===== config.mk =====
export PLATFORM = sky130hd
export DESIGN_NAME = fetch_pc_gen
export DESIGN_NICKNAME = d
export VERILOG_FILES = /design/src/rtl/fetch_pc_gen.sv
export SDC_FILE = /design/constraint.sdc
export NUM_CORES = 1
export LEC_CHECK = 0
export ABC_AREA = 1
export BUFFER_PORTS_ARGS = -buffer_cell sky130_fd_sc_hd__buf_2
export CAP_MARGIN = 40
export CORE_ASPECT_RATIO = 1.5
export CORE_MARGIN = 4
export CORE_UTILIZATION = 40
export DETAILED_ROUTE_END_ITERATION = 16
export HOLD_SLACK_MARGIN = 0.15
export PLACE_DENSITY_LB_ADDON = 0.2
export SLEW_MARGIN = 20
export SYNTH_ARGS = -nofsm -noshare
export SYNTH_HDL_FRONTEND = slang
export SYNTH_SLANG_ARGS = --single-unit

===== constraint.sdc =====
create_clock -name clk_i -period 3.1 [get_ports clk_i]
set_input_delay 0 -clock clk_i [delete_from_list [all_inputs] [get_ports clk_i]]
set_output_delay 0 -clock clk_i [all_outputs]
set_load 0.01 [all_outputs]

===== src/rtl/fetch_pc_gen.sv =====
// Next-PC generator for the instruction frontend: tracks the fetch PC, issues I$ requests
// and picks the next address from redirects, replay, branch prediction or sequential advance.
module fetch_pc_gen #(
   parameter int unsigned VLEN        = 39,
   parameter int unsigned FETCH_BYTES = 4,
   parameter int unsigned NR_REDIRECT = 4,
   parameter int unsigned CNT_W       = 16
) (
   input  logic                        clk_i,
   input  logic                        rst_ni,
   input  logic [VLEN-1:0]             boot_addr_i,
   input  logic                        halt_i,
   input  logic                        flush_i,
   input  logic [NR_REDIRECT-1:0]      redirect_valid_i,
   input  logic [NR_REDIRECT*VLEN-1:0] redirect_addr_i,
   input  logic                        replay_i,
   input  logic [VLEN-1:0]             replay_addr_i,
   input  logic                        bp_valid_i,
   input  logic [VLEN-1:0]             bp_addr_i,
   input  logic                        fetch_ready_i,
   output logic                        req_o,
   output logic [VLEN-1:0]             vaddr_o,
   input  logic                        req_ready_i,
   output logic                        kill_s1_o,
   output logic                        kill_s2_o,
   output logic [CNT_W-1:0]            redirect_cnt_o
);

   typedef enum logic [1:0] {BOOT, RUN, HALT} state_e;

   localparam logic [VLEN-1:0]  BLOCK_MASK = VLEN'(FETCH_BYTES - 1);
   localparam logic [VLEN-1:0]  BLOCK_STEP = VLEN'(FETCH_BYTES);
   localparam logic [CNT_W-1:0] CNT_MAX    = '1;

   state_e           state, state_next;
   logic [VLEN-1:0]  pc, pc_next, redirect_target;
   logic [CNT_W-1:0] cnt;
   logic             redirect_any, kill_front, accepted;

   assign redirect_any = |redirect_valid_i;
   assign kill_front   = redirect_any | flush_i | replay_i;
   assign accepted     = req_o & req_ready_i;

   // Later (higher-index) channels overwrite earlier ones, giving them priority.
   always_comb begin
      // NOTE: every comb output gets a default first so no path leaves it unassigned (no latch).
      redirect_target = '0;
      for (int k = 0; k < NR_REDIRECT; k++) begin
         if (redirect_valid_i[k]) redirect_target = redirect_addr_i[k*VLEN +: VLEN];
      end
   end

   // State register
   always_ff @(posedge clk_i or negedge rst_ni) begin
      if (!rst_ni) begin
         state <= BOOT;
      end else begin
         // NOTE: state is updated with non-blocking assignments so all registers sample together.
         state <= state_next;
      end
   end

   // Next-state logic
   always_comb begin
      state_next = state;
      case (state)
         BOOT:    state_next = halt_i ? HALT : RUN;
         RUN:     state_next = halt_i ? HALT : RUN;
         HALT:    state_next = halt_i ? HALT : RUN;
         default: state_next = BOOT;
      endcase
   end

   // Output logic; reset forces every output low even though kills are combinational.
   always_comb begin
      req_o     = 1'b0;
      vaddr_o   = pc;
      kill_s1_o = kill_front;
      kill_s2_o = kill_front | bp_valid_i;
      case (state)
         BOOT:    vaddr_o = boot_addr_i;
         RUN:     req_o   = fetch_ready_i & ~flush_i & ~halt_i;
         HALT:    req_o   = 1'b0;
         default: req_o   = 1'b0;
      endcase
      if (!rst_ni) begin
         req_o     = 1'b0;
         vaddr_o   = '0;
         kill_s1_o = 1'b0;
         kill_s2_o = 1'b0;
      end
   end

   // Next-PC priority: boot, redirect, replay, prediction, sequential step, hold.
   always_comb begin
      pc_next = pc;
      if (state == BOOT)     pc_next = boot_addr_i;
      else if (redirect_any) pc_next = redirect_target;
      else if (replay_i)     pc_next = replay_addr_i;
      else if (bp_valid_i)   pc_next = bp_addr_i;
      else if (accepted)     pc_next = (pc & ~BLOCK_MASK) + BLOCK_STEP;
   end

   always_ff @(posedge clk_i or negedge rst_ni) begin
      if (!rst_ni) begin
         pc  <= '0;
         cnt <= '0;
      end else begin
         pc <= pc_next;
         if (state != BOOT && redirect_any && cnt != CNT_MAX) cnt <= cnt + 1'b1;
      end
   end

   assign redirect_cnt_o = cnt;

endmodule


==> results of run 1 <==
-- cells in the final DEF, fill, tap and decap left out, types with 8 or more instances in the layout --
cell type / n
sky130_fd_sc_hd__buf_2: 342
sky130_fd_sc_hd__xnor2_1: 14
sky130_fd_sc_hd__nand4_1: 9
sky130_fd_sc_hd__nor2_1: 146
sky130_fd_sc_hd__xor2_1: 16
sky130_fd_sc_hd__nand3_1: 46
sky130_fd_sc_hd__dfrtp_1: 56
sky130_fd_sc_hd__nor2_2: 8
sky130_fd_sc_hd__nor3_1: 8
sky130_fd_sc_hd__o21ai_0: 50
sky130_fd_sc_hd__nor2_4: 8
sky130_fd_sc_hd__dlygate4sd3_1: 65
sky130_fd_sc_hd__nand2_1: 432
sky130_fd_sc_hd__a21oi_1: 141
sky130_fd_sc_hd__buf_4: 14
sky130_fd_sc_hd__a22o_1: 22
sky130_fd_sc_hd__clkbuf_16: 9
sky130_fd_sc_hd__inv_1: 62
-- area by class of cell --
class | instances | area (µm²) | share of cell area
tap | 203 | 254 | 0.0274
clock buffer | 10 | 229 | 0.0247
multi-input combinational | 960 | 4550 | 0.492
antenna | 2 | 5.00 | 0.000541
timing repair buffer | 422 | 2490 | 0.270
inverter | 66 | 248 | 0.0268
clock inverter | 6 | 43.8 | 0.00473
sequential | 57 | 1430 | 0.154
-- critical path, stage by stage (launching register included) --
cell                            delay (ps)
sky130_fd_sc_hd__dfrtp_1               420
sky130_fd_sc_hd__ha_2                  250
sky130_fd_sc_hd__nand2_1               120
sky130_fd_sc_hd__nor2_4                140
sky130_fd_sc_hd__nand3b_1              160
sky130_fd_sc_hd__nor2_2                150
sky130_fd_sc_hd__nand2_1                60
sky130_fd_sc_hd__nand2_1                50
sky130_fd_sc_hd__nand3_1                60
sky130_fd_sc_hd__nand3_1                70
sky130_fd_sc_hd__dlygate4sd3_1         550
sky130_fd_sc_hd__nand2_1                90
sky130_fd_sc_hd__a21oi_1               160
sky130_fd_sc_hd__dlygate4sd3_1         550
-- what timing repair did --
item,CTS,global route
endpoints found under the hold margin,94,0
hold buffers,65,0
buffers inserted,0,0
endpoints found under the setup margin,0,3
gates resized for setup,0,3
-- metrics by stage --
step	util	setup slack, ps	hold WS, ps
global placement	0.526	615	223
CTS	0.584	98.2	152
global route	0.587	2.50	162
detailed placement	0.526	560	228
finish	0.587	204	153
floorplan	-	1480	-296
-- routing by layer --
metal | GRT usage | vias to the layer above
met5 | 0 | -
met4 | 0.205 | 2
met3 | 0.0649 | 102
met2 | 0.581 | 461
met1 | 0.357 | 4159
li1 | - | 4471
-- power by group through the flow --
stage	logic (mW)	clock network, mW	registers (mW)
finish	1.31	0.920	1.09
global route	1.45	0.956	1.10
floorplan	0.685	0	1.03
global placement	1.17	0	1.09
detailed placement	1.19	0	1.09
CTS	1.29	0.923	1.08
-- flip-flops by register name, indices dropped and copies added (netlist names) --
name and cells:
redirect_cnt_o 16, state 2, pc 39
-- how the worst max path moves through the flow --
stage	endpoint	startpoint	slack, ps	depth (start not counted)
5_1_grt	pc[36]	pc[3]	2	13
2_1_floorplan	redirect_cnt_o[14]	redirect_cnt_o[0]	1480	11
3_3_place_gp	pc[17]	redirect_valid_i[0]	610	8
4_1_cts	pc[36]	pc[2]	100	13
6_report	pc[36]	pc[3]	200	13
3_5_place_dp	pc[25]	redirect_valid_i[0]	560	9
-- cells by family (layout without fill, tap and decap cells) --
family	count (synthesis)	count (layout)	synth area share
compound gates	244	244	0.216
xor+xnor	30	30	0.0405
fa+ha+maj	2	2	0.00386
buf+inv	126	504	0.0801
flops	57	57	0.220
other cells	0	2	0
simple gates	683	684	0.440
==> summary.txt, run 1 <==
Floorplan
  – Core Box Area: 0.0158 mm²
  – Die ar.: 0.0184 mm²
  – Cell Rows: 56
  – Starting density of the core: 0.411
  – I/O pin cnt: 343
  – Horizontal extent of the die: 112 µm
  – Die boundary height: 164 µm

STA
  – Final Max Tran Viols: 0
  – Ratio of final minimum period to clock period: 0.934
  – Endpoints failing hold: 0
  – Total negative slack: 0 ps
  – Setup repair after global routing missed its margin: false
  – Worst relative slew slack: 0.485
  – Fmax achieved: 345 MHz
  – Setup violations, final: 0
  – Measured slew at the worst slew-check pin: 771 ps
  – Post-layout min period: 2900 ps
  – Largest clock skew in the final design: 8.99 ps

Synthesis
  – Share of Yosys cell area claimed by the top area cell type: 0.250
  – Number of synthesis warnings: 0
  – Avg Synthesized Cell Area: 5.68 µm²
  – Largest area contributor in the synthesized netlist: sky130_fd_sc_hd__nand2_1
  – Commonest cells in the synthesized netlist: 432 x sky130_fd_sc_hd__nand2_1, 148 x sky130_fd_sc_hd__nor2_1, 141 x sky130_fd_sc_hd__a21oi_1
  – Synth Flop Type: sky130_fd_sc_hd__dfrtp_1
  – Number of instances in the synthesized netlist: 1,142
  – Count of cell types in the netlist: 41
  – Count of state elements after synthesis: 57
  – Cell types occupying the most area after synthesis: sky130_fd_sc_hd__nand2_1 25%, sky130_fd_sc_hd__dfrtp_1 22%, sky130_fd_sc_hd__a21oi_1 11%
  – Sequential element share of the synthesized area: 0.220
  – Mapped Nets: 1,429
  – Number of enable flip-flop cells after synthesis: 0
  – Most repeated cell in the gate-level netlist after synthesis: sky130_fd_sc_hd__nand2_1
  – Fraction of registers with async set or reset after synthesis: 1.00
  – Post-synth design cell area: 0.00648 mm²

Cells and area
  – NumNets Final: 1,803
  – Post-layout instance area: 0.00925 mm²
  – Filler cell count in the final layout: 1,669
  – Final Instance Count excl. Fillers: 1,726
  – Fraction of final layout cells sized beyond drive strength 1: 0.272
  – Synth-to-layout area growth: 42.7%

Setup path
  – Critical R2R Capture: pc[36]
  – Critical setup path kind: flop to flop
  – Worst setup slack for register-to-register paths: 200 ps
  – Reg2reg path depth: 13
  – Worst endpoint required time: 3370 ps
  – FF-to-FF Start: pc[3]
  – Worst-path fanout max: 5
  – Kind of launch point of the worst setup path: flop
  – Crit path arrival time: 3170 ps
  – Kind of capture point of the worst setup path: flop

GRT
  – Vias in the first global route: 9,032
  – Antenna violations before repair: 3
  – Maximum number of pins on one net before global-route repair: 69
  – Wire length of the first global-routing pass: 47.2 mm
  – Remaining Overflow, GRT: 0
  – Total global-route track usage: 0.328

Place
  – Total instance count after detailed placement: 1,641
  – Standard cell area after detailed placement: 0.00829 mm²
  – GP Congestion: 1.02
  – Buffers on Ports: 342
  – Estimated wirelength of the detail-placed design: 25.1 mm

Clocking
  – Clock sink count: 57
  – Clock buffers created by TritonCTS: 9
  – Clk_lat worst skew: 340 ps
  – Max Root-Sink Buffers: 2
  – Cell chosen for the clock root: sky130_fd_sc_hd__clkbuf_16
  – H-tree level count: 3
  – Clock slew at reported path FFs: 60 ps
  – CTS tree: done

Power
  – Max rail drop VDD: 0.000398 V
  – Portion of total power attributed to the clock network: 0.277
  – Gate power share: 0.395
  – Net switching power: 1.33 mW
  – Overall power after layout: 3.32 mW
  – Leakage power of the design: 4.81 nW
  – Proportion of power drawn by flip-flops and latches: 0.328
  – Power Internal: 1.99 mW
  – Switching Fraction: 0.400
  – Power per unit of standard cell area: 359 mW/mm²

Routing
  – Post-route DRC: 0
  – Average wire per cell in the routed design: 18.3 µm
  – Drt total wl: 31.6 mm
  – Sum of met3 wire segment lengths after detailed routing: 2.50 mm
  – Count of vias placed by the detailed router: 9,195
  – Iteration-0 DRC Markers: 658
  – Average via count per standard cell: 5.33
  – Antenna violation net count after detailed routing: 0
  – Met2 layer wire length in the routed design: 15.6 mm
  – Wire length on met1: 11.4 mm
  – Uppermost layer routed: met5
  – DRT Pass-1 Iters: 6

Run
  – Number of violations of the max-capacitance limit: 0

Min path
  – Worst Min Path Start: redirect_addr_i[133]
  – Hold Crit Depth: 5
  – Destination of the worst hold path: pc[16]
  – Worst hold-check path type: input port to flop

Run status
  – Outcome: finished clean
Power figures use the tool's default switching activity.
==> run 2, diff against run 1 <==
Settings changed: CORE_ASPECT_RATIO 1.5 to unset, CORE_MARGIN 4 to 3, RECOVER_POWER set to 25.
==> run 2 against run 1 <==
Clock skew decreased by 5.8 ps. Global-route usage is 0.13 points higher. Sequential power about the same. Sequential share of layout area fell by 0.27 points. Final cell count grew 1.4%. Largest cell class unchanged.
==> summary.txt, run 2 (synthesized netlist as in run 1, its figures left out) <==
Place
  – Estimated wirelength of the detail-placed design: 23.7 mm (-5.4%)
  – GP Congestion: 0.999 (-1.6%)
  – Buffers on Ports: 342 (unchanged)
  – Total instance count after detailed placement: 1,649 (+0.49%)

GRT
  – Maximum number of pins on one net before global-route repair: 69 (unchanged)
  – Wire length of the first global-routing pass: 46.5 mm (-1.4%)
  – Vias in the first global route: 8,507 (-5.8%)
  – Remaining Overflow, GRT: 0 (unchanged)
  – Antenna violations before repair: 5 (+2)
  – Total global-route track usage: 0.329 (+0.00127)

Clocking
  – Clock slew at reported path FFs: 50 ps (about the same)
  – H-tree level count: 3 (unchanged)
  – Clock sink count: 57 (unchanged)
  – Quantity of gates resized following cts: 0 (unchanged)
  – Clock buffers created by TritonCTS: 9 (unchanged)
  – CTS tree: done
  – Cell chosen for the clock root: sky130_fd_sc_hd__clkbuf_16
  – Clk_lat worst skew: 340 ps (about the same)
  – Max Root-Sink Buffers: 2 (unchanged)

Routing
  – DRT Pass-1 Iters: 6 (unchanged)
  – Drt total wl: 31.1 mm (-1.6%)
  – Count of vias placed by the detailed router: 9,259 (+0.70%)
  – Antenna violation net count after detailed routing: 0 (unchanged)
  – Average via count per standard cell: 5.29 (-0.68%)
  – Post-route DRC: 0 (unchanged)
  – Iteration-0 DRC Markers: 904 (+37%)
  – Average wire per cell in the routed design: 17.8 µm (-3.0%)

Cells and area
  – Largest register FFs: 39 (unchanged)
  – Synth-to-layout area growth: 45.2%
  – Leading cell type in the layout, fill and taps excluded: sky130_fd_sc_hd__nand2_1
  – Fraction of final layout cells sized beyond drive strength 1: 0.258 (-0.0136)
  – Final Instance Count excl. Fillers: 1,750 (+1.4%)
  – Filler cell count in the final layout: 1,642 (-1.6%)
  – Highest-count cells in the layout ignoring fill and taps: 432 x sky130_fd_sc_hd__nand2_1, 325 x sky130_fd_sc_hd__buf_2, 147 x sky130_fd_sc_hd__nor2_1
  – NumNets Final: 1,817 (+0.78%)
  – Seq. cell area: 0.00143 mm² (about the same)
  – Core occupancy in the finished layout: 0.606 (+0.0187)
  – Most flops, register: pc
  – Area used by multi-input combinational logic: 0.00456 mm² (+0.19%)

Setup path
  – Startpoint of the worst setup timing path: pc[4]
  – Crit path arrival time: 3140 ps (-30 ps)
  – Worst-path fanout max: 8 (+3)
  – Critical setup path kind: flop to flop
  – Kind of capture point of the worst setup path: flop
  – FF-to-FF Start: pc[4]
  – Worst endpoint required time: 3310 ps (-60 ps)
  – Kind of launch point of the worst setup path: flop

Run
  – Number of violations of the max-capacitance limit: 0 (unchanged)

Floorplan
  – Die ar.: 0.0178 mm² (-3.2%)
  – Horizontal extent of the die: 133 µm (+19%)
  – Cell Rows: 45 (-20%)
  – Core Box Area: 0.0155 mm² (-1.4%)
  – Die boundary height: 133 µm (-19%)
  – I/O pin cnt: 343 (unchanged)
  – Starting density of the core: 0.417 (+0.00596)

Power
  – Power per unit of standard cell area: 372 mW/mm² (+3.7%)
  – Leakage power of the design: 4.83 nW (+0.35%)
  – Max rail drop VDD: 0.000425 V (+6.6%)
  – Overall power after layout: 3.50 mW (+5.5%)

STA
  – Endpoints failing hold: 0 (unchanged)
  – Setup violations, final: 0 (unchanged)
  – Largest clock skew in the final design: 3.22 ps (-5.78 ps)
  – Ratio of final minimum period to clock period: 0.945 (+0.0105)
  – Worst relative slew slack: 0.0146 (-0.471)
  – Final Max Tran Viols: 0 (unchanged)
  – Total negative slack: 0 ps (unchanged)
  – Setup repair after global routing missed its margin: false
  – Fmax achieved: 342 MHz (-1.1%)
  – Post-layout min period: 2930 ps (+32.6 ps)
  – Measured slew at the worst slew-check pin: 1480 ps (+707 ps)
  – Worst Hold Margin: 142 ps (-11.7 ps)

Min path
  – Worst hold-check path type: input port to flop
  – Worst Min Path Start: redirect_addr_i[135]

Run status
  – Outcome: finished clean
-- run 2: path summary, 6_finish.rpt --
path | slack (ps) | cells after the start | endpoint
setup / recovery | 170 | 11 | pc[15]
hold / removal | 140 | 5 | pc[18]
setup reg to reg | 170 | 11 | pc[15]
hold reg to reg | 530 | 1 | redirect_cnt_o[0]
max in group asynchronous | 750 | 5 | pc[28]
min in group asynchronous | 710 | 4 | pc[3]
-- run 2: report_power, final --
group | internal, mW | switching [mW]
Clock | 0.744 | 0.357
Sequential | 0.866 | 0.211
Combinational | 0.587 | 0.738
Total | 2.20 | 1.31
-- run 2: metal layers --
layer | part of all wire | vias to the layer above | GRT usage | routed length (µm)
met3 | 0.097 | 52 | 0.0714 | 3010
met5 | 0.00039 | - | 0 | 12
met4 | 0.022 | 2 | 0.0846 | 675
met2 | 0.46 | 468 | 0.533 | 14300
met1 | 0.42 | 4243 | 0.447 | 13100
li1 | - | 4494 | - | -
-- run 2: worst max-delay path, cell delays in order (launching register included) --
cell	delay, ps
sky130_fd_sc_hd__dfrtp_1	460
sky130_fd_sc_hd__nand3_1	150
sky130_fd_sc_hd__nor2_1	210
sky130_fd_sc_hd__nand3_1	210
sky130_fd_sc_hd__nand2_1	110
sky130_fd_sc_hd__nand2_1	50
sky130_fd_sc_hd__o21ai_0	260
sky130_fd_sc_hd__nand3_1	110
sky130_fd_sc_hd__dlygate4sd3_1	570
sky130_fd_sc_hd__nand2_1	60
sky130_fd_sc_hd__a21oi_1	60
sky130_fd_sc_hd__dlygate4sd3_1	560
-- run 2: per-stage QoR --
stage / cell area [µm²] / setup WS [ps]
2_1_floorplan: 6480 / 1480
3_3_place_gp: 8300 / 997
3_5_place_dp: 8300 / 940
4_1_cts: 9380 / 159
5_1_grt: 9410 / 27.1
6_report: 9410 / 172
-- run 2: timing repair --
action                                  4_1_cts  5_1_grt
endpoints found under the setup margin        0        2
setup buffers                                 0        2
hold buffers                                 75        1
endpoints found under the hold margin        95        2
-- run 2: layout make-up --
| class | instances | area share |
|---|---|---|
| inverters | 66 | 0.0263 |
| well taps | 211 | 0.0281 |
| flip-flops and latches | 57 | 0.152 |
| multi-input cells | 961 | 0.485 |
| diodes | 4 | 0.00106 |
| repair buffers | 435 | 0.273 |
| clock buffers | 11 | 0.0269 |
| clock inverters | 5 | 0.00824 |
